==> src/rtl/pause_counter_pkg.sv <==
// Shared defaults, pause state type and binary-to-BCD helper for the pause counter.
package pause_counter_pkg;

   localparam int DIV_DEF        = 100;
   localparam int DEB_CYCLES_DEF = 20;
   localparam int MAX_COUNT_DEF  = 19;
   localparam int CNT_W_DEF      = 5;
   localparam int BCD_W          = 4;

   typedef enum logic {
      ST_RUN   = 1'b0,
      ST_PAUSE = 1'b1
   } pause_state_e;

   // Shift-add-3 over the low nbits of value; result is {tens, ones}.
   function automatic logic [2*BCD_W-1:0] bin_to_bcd(input logic [7:0] value, input int nbits);
      logic [2*BCD_W-1:0] bcd;
      bcd = 8'd0;
      for (int i = 7; i >= 0; i--) begin
         if (i < nbits) begin
            if (bcd[3:0] >= 4'd5) begin
               bcd[3:0] = bcd[3:0] + 4'd3;
            end else begin
               bcd[3:0] = bcd[3:0];
            end
            if (bcd[7:4] >= 4'd5) begin
               bcd[7:4] = bcd[7:4] + 4'd3;
            end else begin
               bcd[7:4] = bcd[7:4];
            end
            bcd = {bcd[6:0], value[i]};
         end else begin
            bcd = bcd;
         end
      end
      return bcd;
   endfunction

endpackage

==> src/rtl/btn_debouncer.sv <==
// Button front-end: 2-flop synchronizer, stability counter, debounced level and rising-edge pulse.
module btn_debouncer #(
   parameter int DEB_CYCLES = 20
) (
   input  logic clk,
   input  logic rst,
   input  logic btn_in,
   output logic btn_level,
   output logic btn_pulse
);

   localparam int DEB_W = $clog2(DEB_CYCLES + 1);
   localparam logic [DEB_W-1:0] DEB_LAST = DEB_W'(DEB_CYCLES - 1);
   localparam logic [DEB_W-1:0] DEB_ONE  = DEB_W'(1);

   logic             r_sync1;
   logic             r_sync2;
   logic             r_level;
   logic             r_pulse;
   logic [DEB_W-1:0] r_stab_cnt;

   // A new level is accepted only after DEB_CYCLES consecutive disagreeing samples.
   always_ff @(posedge clk or posedge rst) begin
      if (rst) begin
         r_sync1    <= 1'b0;
         r_sync2    <= 1'b0;
         r_level    <= 1'b0;
         r_pulse    <= 1'b0;
         r_stab_cnt <= {DEB_W{1'b0}};
      end else begin
         r_sync1 <= btn_in;
         r_sync2 <= r_sync1;
         r_pulse <= 1'b0;
         if (r_sync2 == r_level) begin
            r_stab_cnt <= {DEB_W{1'b0}};
         end else if (r_stab_cnt == DEB_LAST) begin
            r_level    <= r_sync2;
            r_stab_cnt <= {DEB_W{1'b0}};
            r_pulse    <= r_sync2;
         end else begin
            r_stab_cnt <= r_stab_cnt + DEB_ONE;
         end
      end
   end

   assign btn_level = r_level;
   assign btn_pulse = r_pulse;

endmodule

==> src/rtl/pause_counter_bcd.sv <==
// Pausable wrapping display counter with tick divider and BCD outputs.
// Define BCD_REG_EN to register the BCD digits (one clk behind count).
module pause_counter_bcd
   import pause_counter_pkg::*;
#(
   parameter int DIV        = DIV_DEF,
   parameter int DEB_CYCLES = DEB_CYCLES_DEF,
   parameter int MAX_COUNT  = MAX_COUNT_DEF,
   parameter int CNT_W      = CNT_W_DEF
) (
   input  logic             clk,
   input  logic             rst,
   input  logic             btn_in,
   output logic             tick,
   output logic             btn_level,
   output logic             btn_pulse,
   output logic             paused,
   output logic [CNT_W-1:0] count,
   output logic [BCD_W-1:0] bcd_tens,
   output logic [BCD_W-1:0] bcd_ones
);

   localparam int DIV_W = $clog2(DIV);
   localparam logic [DIV_W-1:0] DIV_LAST = DIV_W'(DIV - 1);
   localparam logic [DIV_W-1:0] DIV_ONE  = DIV_W'(1);
   localparam logic [CNT_W-1:0] MAX_C    = CNT_W'(MAX_COUNT);
   localparam logic [CNT_W-1:0] CNT_ONE  = CNT_W'(1);

   logic [DIV_W-1:0]   r_div_cnt;
   logic               w_tick;
   logic               w_btn_level;
   logic               w_btn_pulse;
   pause_state_e       r_pause_state;
   logic [CNT_W-1:0]   r_count;
   logic [2*BCD_W-1:0] w_bcd;

   btn_debouncer #(
      .DEB_CYCLES(DEB_CYCLES)
   ) u_debouncer (
      .clk      (clk),
      .rst      (rst),
      .btn_in   (btn_in),
      .btn_level(w_btn_level),
      .btn_pulse(w_btn_pulse)
   );

   assign w_tick = (r_div_cnt == DIV_LAST);

   // Free-running divider; the tick cycle is the last state before wrap.
   always_ff @(posedge clk or posedge rst) begin
      if (rst) begin
         r_div_cnt <= {DIV_W{1'b0}};
      end else if (w_tick) begin
         r_div_cnt <= {DIV_W{1'b0}};
      end else begin
         r_div_cnt <= r_div_cnt + DIV_ONE;
      end
   end

   // Count sees the pause state before any toggle in the same cycle.
   always_ff @(posedge clk or posedge rst) begin
      if (rst) begin
         r_pause_state <= ST_RUN;
         r_count       <= MAX_C;
      end else begin
         if (w_tick && (r_pause_state == ST_RUN)) begin
            r_count <= (r_count >= MAX_C) ? {CNT_W{1'b0}} : r_count + CNT_ONE;
         end else begin
            r_count <= r_count;
         end
         if (w_btn_pulse) begin
            r_pause_state <= (r_pause_state == ST_RUN) ? ST_PAUSE : ST_RUN;
         end else begin
            r_pause_state <= r_pause_state;
         end
      end
   end

   assign w_bcd = bin_to_bcd(8'(r_count), CNT_W);

`ifdef BCD_REG_EN
   logic [BCD_W-1:0] r_bcd_tens;
   logic [BCD_W-1:0] r_bcd_ones;

   // Registered digits; reset matches the digits of the reset count.
   always_ff @(posedge clk or posedge rst) begin
      if (rst) begin
         r_bcd_tens <= 4'd1;
         r_bcd_ones <= 4'd9;
      end else begin
         r_bcd_tens <= w_bcd[7:4];
         r_bcd_ones <= w_bcd[3:0];
      end
   end

   assign bcd_tens = r_bcd_tens;
   assign bcd_ones = r_bcd_ones;
`else
   assign bcd_tens = w_bcd[7:4];
   assign bcd_ones = w_bcd[3:0];
`endif

   assign tick      = w_tick;
   assign btn_level = w_btn_level;
   assign btn_pulse = w_btn_pulse;
   assign paused    = (r_pause_state == ST_PAUSE);
   assign count     = r_count;

endmodule

==> config.mk <==
export PLATFORM = sky130hd
export DESIGN_NAME = pause_counter_bcd
export DESIGN_NICKNAME = d
export VERILOG_FILES = /design/src/rtl/pause_counter_pkg.sv /design/src/rtl/btn_debouncer.sv /design/src/rtl/pause_counter_bcd.sv
export SDC_FILE = /design/constraint.sdc
export NUM_CORES = 1
export LEC_CHECK = 0
export CORE_MARGIN = 4
export CORE_UTILIZATION = 30
export CTS_BUF_LIST = sky130_fd_sc_hd__clkbuf_16
export CTS_CLUSTER_SIZE = 28
export DETAILED_ROUTE_END_ITERATION = 6
export PLACE_DENSITY = 0.55
export REMOVE_ABC_BUFFERS = 1
export SYNTH_ARGS = -nofsm -noshare
export SYNTH_HDL_FRONTEND = slang
export SYNTH_SLANG_ARGS = --single-unit
==> constraint.sdc <==
create_clock -name clk -period 2.4 [get_ports clk]
set_input_delay 0.36 -clock clk [delete_from_list [all_inputs] [get_ports clk]]
set_output_delay 0.36 -clock clk [all_outputs]
set_load 0.1 [all_outputs]
==> impl_metrics.ini <==
[die]
dieWidth_um = 73.6
coreArea_um2 = 4090
rows = 23
die_h_um = 73.6
die-area_um2 = 5410
start_util_pct = 31.6
pin_count = 20

[synthesis]
synth_xor_area_share_pct = 4.75
ys_warn_count = 0
synthMuxAreaShare_pct = 3.30
synth_top_area_share_pct = 36.9
synth_cell_types = 40
synth_top_family_by_area = simple AND/OR/NAND/NOR gates
synthArstFlopShare_pct = 100
synth_area_leaders = dfrtp_1 (37%), ha_1 (6.8%), dfstp_2 (6.1%)
yosysTopAreaCell = dfrtp_1
ys_ff_latch = 22
ys.flop_type = dfrtp_1
synth_edf_count = 0
synthSimpleGateAreaFrac_pct = 18.1
synthAdderAreaFrac_pct = 6.79
syn_inst = 139
mappedNetlistArea_um2 = 1290
syn_avg_cell_area_um2 = 9.28
synth-seq-area-share_pct = 43.0
synth_compound_area_share_pct = 18.1

[power_and_ir_drop]
pwr-share-clk_pct = 45.3
p_per_area_nw_per_um2 = 460
power.net_switching_mw = 0.152
p_sw_share_pct = 20.0
vdd_drop_max_uv = 324
p_int_mw = 0.607
seqPwrFrac_pct = 50.2
comb_power_share_pct = 4.4
p_leak_nw = 0.672

[global_route]
grt_pass1_vias = 972
grt_use_total_pct = 10.1
grt_overflow = 0
grt_pass1_wl_um = 4330
grt_max_degree = 23
antenna_found_initial = 0

[sta]
period_needed_ns = 2.30
tns_ns = 0
fin_hold_ws_ns = 0.353
setup_viol = 0
slew_viol_final = 0
rsz0062_at_grt = no
worst_pin_slew_ns = 0.815
finClkSkew_ns = 0.00172
slew_headroom_pct = 45.6
finalHoldViolCount = 0
min_period_over_period_pct = 95.9
fmax_ghz = 0.435

[detailed_routing]
firstDrtPassIters = 4
ant_nets = 0
drc_errors = 0
drt_iter0_drc = 44
routedWlPerCell_um = 11.9
routed_wl_um = 2420
met1_length_um = 1160
via_per_inst = 5.07
wl_met2_um = 1090
met3RoutedLength_um = 132
highest_layer = met4
vias = 1034

[clocking]
root_buffer = clkbuf_16
clk_pin_slew_ns = 0.05
cts.sinks = 22
cts_tree = done
cts_buffers = 3
ctsHoldBuffers = 0
cts_max_level = 1
clock_path_buffers = 2
clk_latency_ns = 0.25

[worst_hold_path]
hold_class = flip-flop to flip-flop

[placed_design]
place_hpwl_um = 1800
place.gp.congestion = 0.706
port_buffers = 17

[cells_and_area]
antenna_cells = 0
layout_commonest_cell = dfrtp_1
multiInputGateArea_um2 = 701
fillers = 422
layout_common_cells = dfrtp_1 (19), nand2_1 (12), nor2_1 (11), buf_4 (11), o21ai_0 (9)
ff_latch_area_um2 = 558
drive_gt1_share_pct = 22.1
final_nets = 165
area_delta_synth_final_pct = 27.8

[setup_path]
worstSetupStartpointType = flip-flop
cp-end-kind = output port
crit_type = flip-flop to output port
critPathMaxFanout = 6
required_ns = 2.04
arrival_ns = 1.94

[outcome]
status = finished clean

[job]
drv_cap = 0
==> cell families after synthesis <==
group | after synthesis
simple gates | 47
compound gates | 35
flops | 22
buf+inv | 16
fa+ha+maj | 7
xor+xnor | 7
mux | 4
other cells | 1
==> stage by stage <==
step / area [um2] / cells / setup slack (ns) / utilization, % / power, mW
2_1_floorplan: 1250 / 131 / -2.40 / - / 0.414
3_5_place_dp: 1530 / 200 / 0.170 / 37.5 / 0.422
6_report: 1650 / 204 / 0.0991 / 40.4 / 0.759
4_1_cts: 1640 / 204 / 0.00712 / 40.0 / 0.772
5_1_grt: 1650 / 204 / 0.00990 / 40.4 / 0.792
3_3_place_gp: 1530 / 200 / 0.273 / 37.5 / 0.421
==> worst max-delay path, stage by stage (launching register included) <==
cell,delay (ns)
dfrtp_1,0.37
inv_1,0.17
ha_2,0.28
nor2_2,0.07
a2111oi_0,0.38
o21bai_2,0.21
buf_12,0.20
==> area by class of cell <==
cell class | instances | area share [%]
clock inverters | 1 | 0.228
flip-flops and latches | 22 | 33.8
multi-input cells | 102 | 42.5
repair buffers | 19 | 13.5
inverters | 7 | 1.59
clock buffers | 3 | 4.55
well taps | 50 | 3.79
==> power groups by stage <==
stage          registers (mW)  logic, mW  clock network [mW]
2_1_floorplan           0.387     0.0275                   0
3_3_place_gp            0.387     0.0337                   0
3_5_place_dp            0.388     0.0343                   0
4_1_cts                 0.381     0.0345               0.357
5_1_grt                 0.382     0.0375               0.373
6_report                0.381     0.0337               0.344
==> flip-flops by register name (all words and copies together), names as in the netlist <==
register and flops:
count 5, paused 1, r_div_cnt 7, u_debouncer.btn_level 1
u_debouncer.btn_pulse 1, u_debouncer.r_stab_cnt 5, u_debouncer.r_sync1 1, u_debouncer.r_sync2 1
==> synthesized netlist by cell type (4+ instances only) <==
| master | count |
|---|---|
| clkbuf_1 | 5 |
| inv_1 | 7 |
| ha_1 | 7 |
| nand2_1 | 12 |
| a21oi_1 | 5 |
| nor2_1 | 12 |
| xnor2_1 | 5 |
| dfrtp_1 | 19 |
| nand3_1 | 4 |
| o21ai_0 | 10 |
| nor3_1 | 4 |
==> routing by layer <==
| metal | vias up | track usage, % |
|---|---|---|
| met5 | - | 0 |
| met4 | 0 | 4.83 |
| met3 | 4 | 2.46 |
| met2 | 21 | 15.8 |
| met1 | 489 | 13.0 |
| li1 | 520 | - |
==> path summary, 6_finish.rpt <==
| kind | from | end | slack (ns) | cells past startpoint |
|---|---|---|---|---|
| setup / recovery | count[3]$_DFFE_PP0P_ | bcd_ones[2] | 0.1 | 6 |
| hold / removal | u_debouncer.r_sync1$_DFF_PP0_ | u_debouncer.r_sync2$_DFF_PP0_ | 0.35 | 0 |
| setup reg to reg | r_div_cnt[3]$_DFF_PP0_ | count[2]$_DFFE_PP0P_ | 0.58 | 4 |
| hold reg to reg | u_debouncer.r_sync1$_DFF_PP0_ | u_debouncer.r_sync2$_DFF_PP0_ | 0.35 | 0 |
| max in group asynchronous | rst | r_div_cnt[4]$_DFF_PP0_ | 1.32 | 2 |
| min in group asynchronous | rst | u_debouncer.r_sync2$_DFF_PP0_ | 0.58 | 2 |
==> timing repair <==
item,in CTS,in global routing
buffers inserted,0,0
resized for setup,5,5
pin swaps,1,0
endpoints found under the setup margin,3,4
No activity file was read; power rests on OpenSTA's default activity.
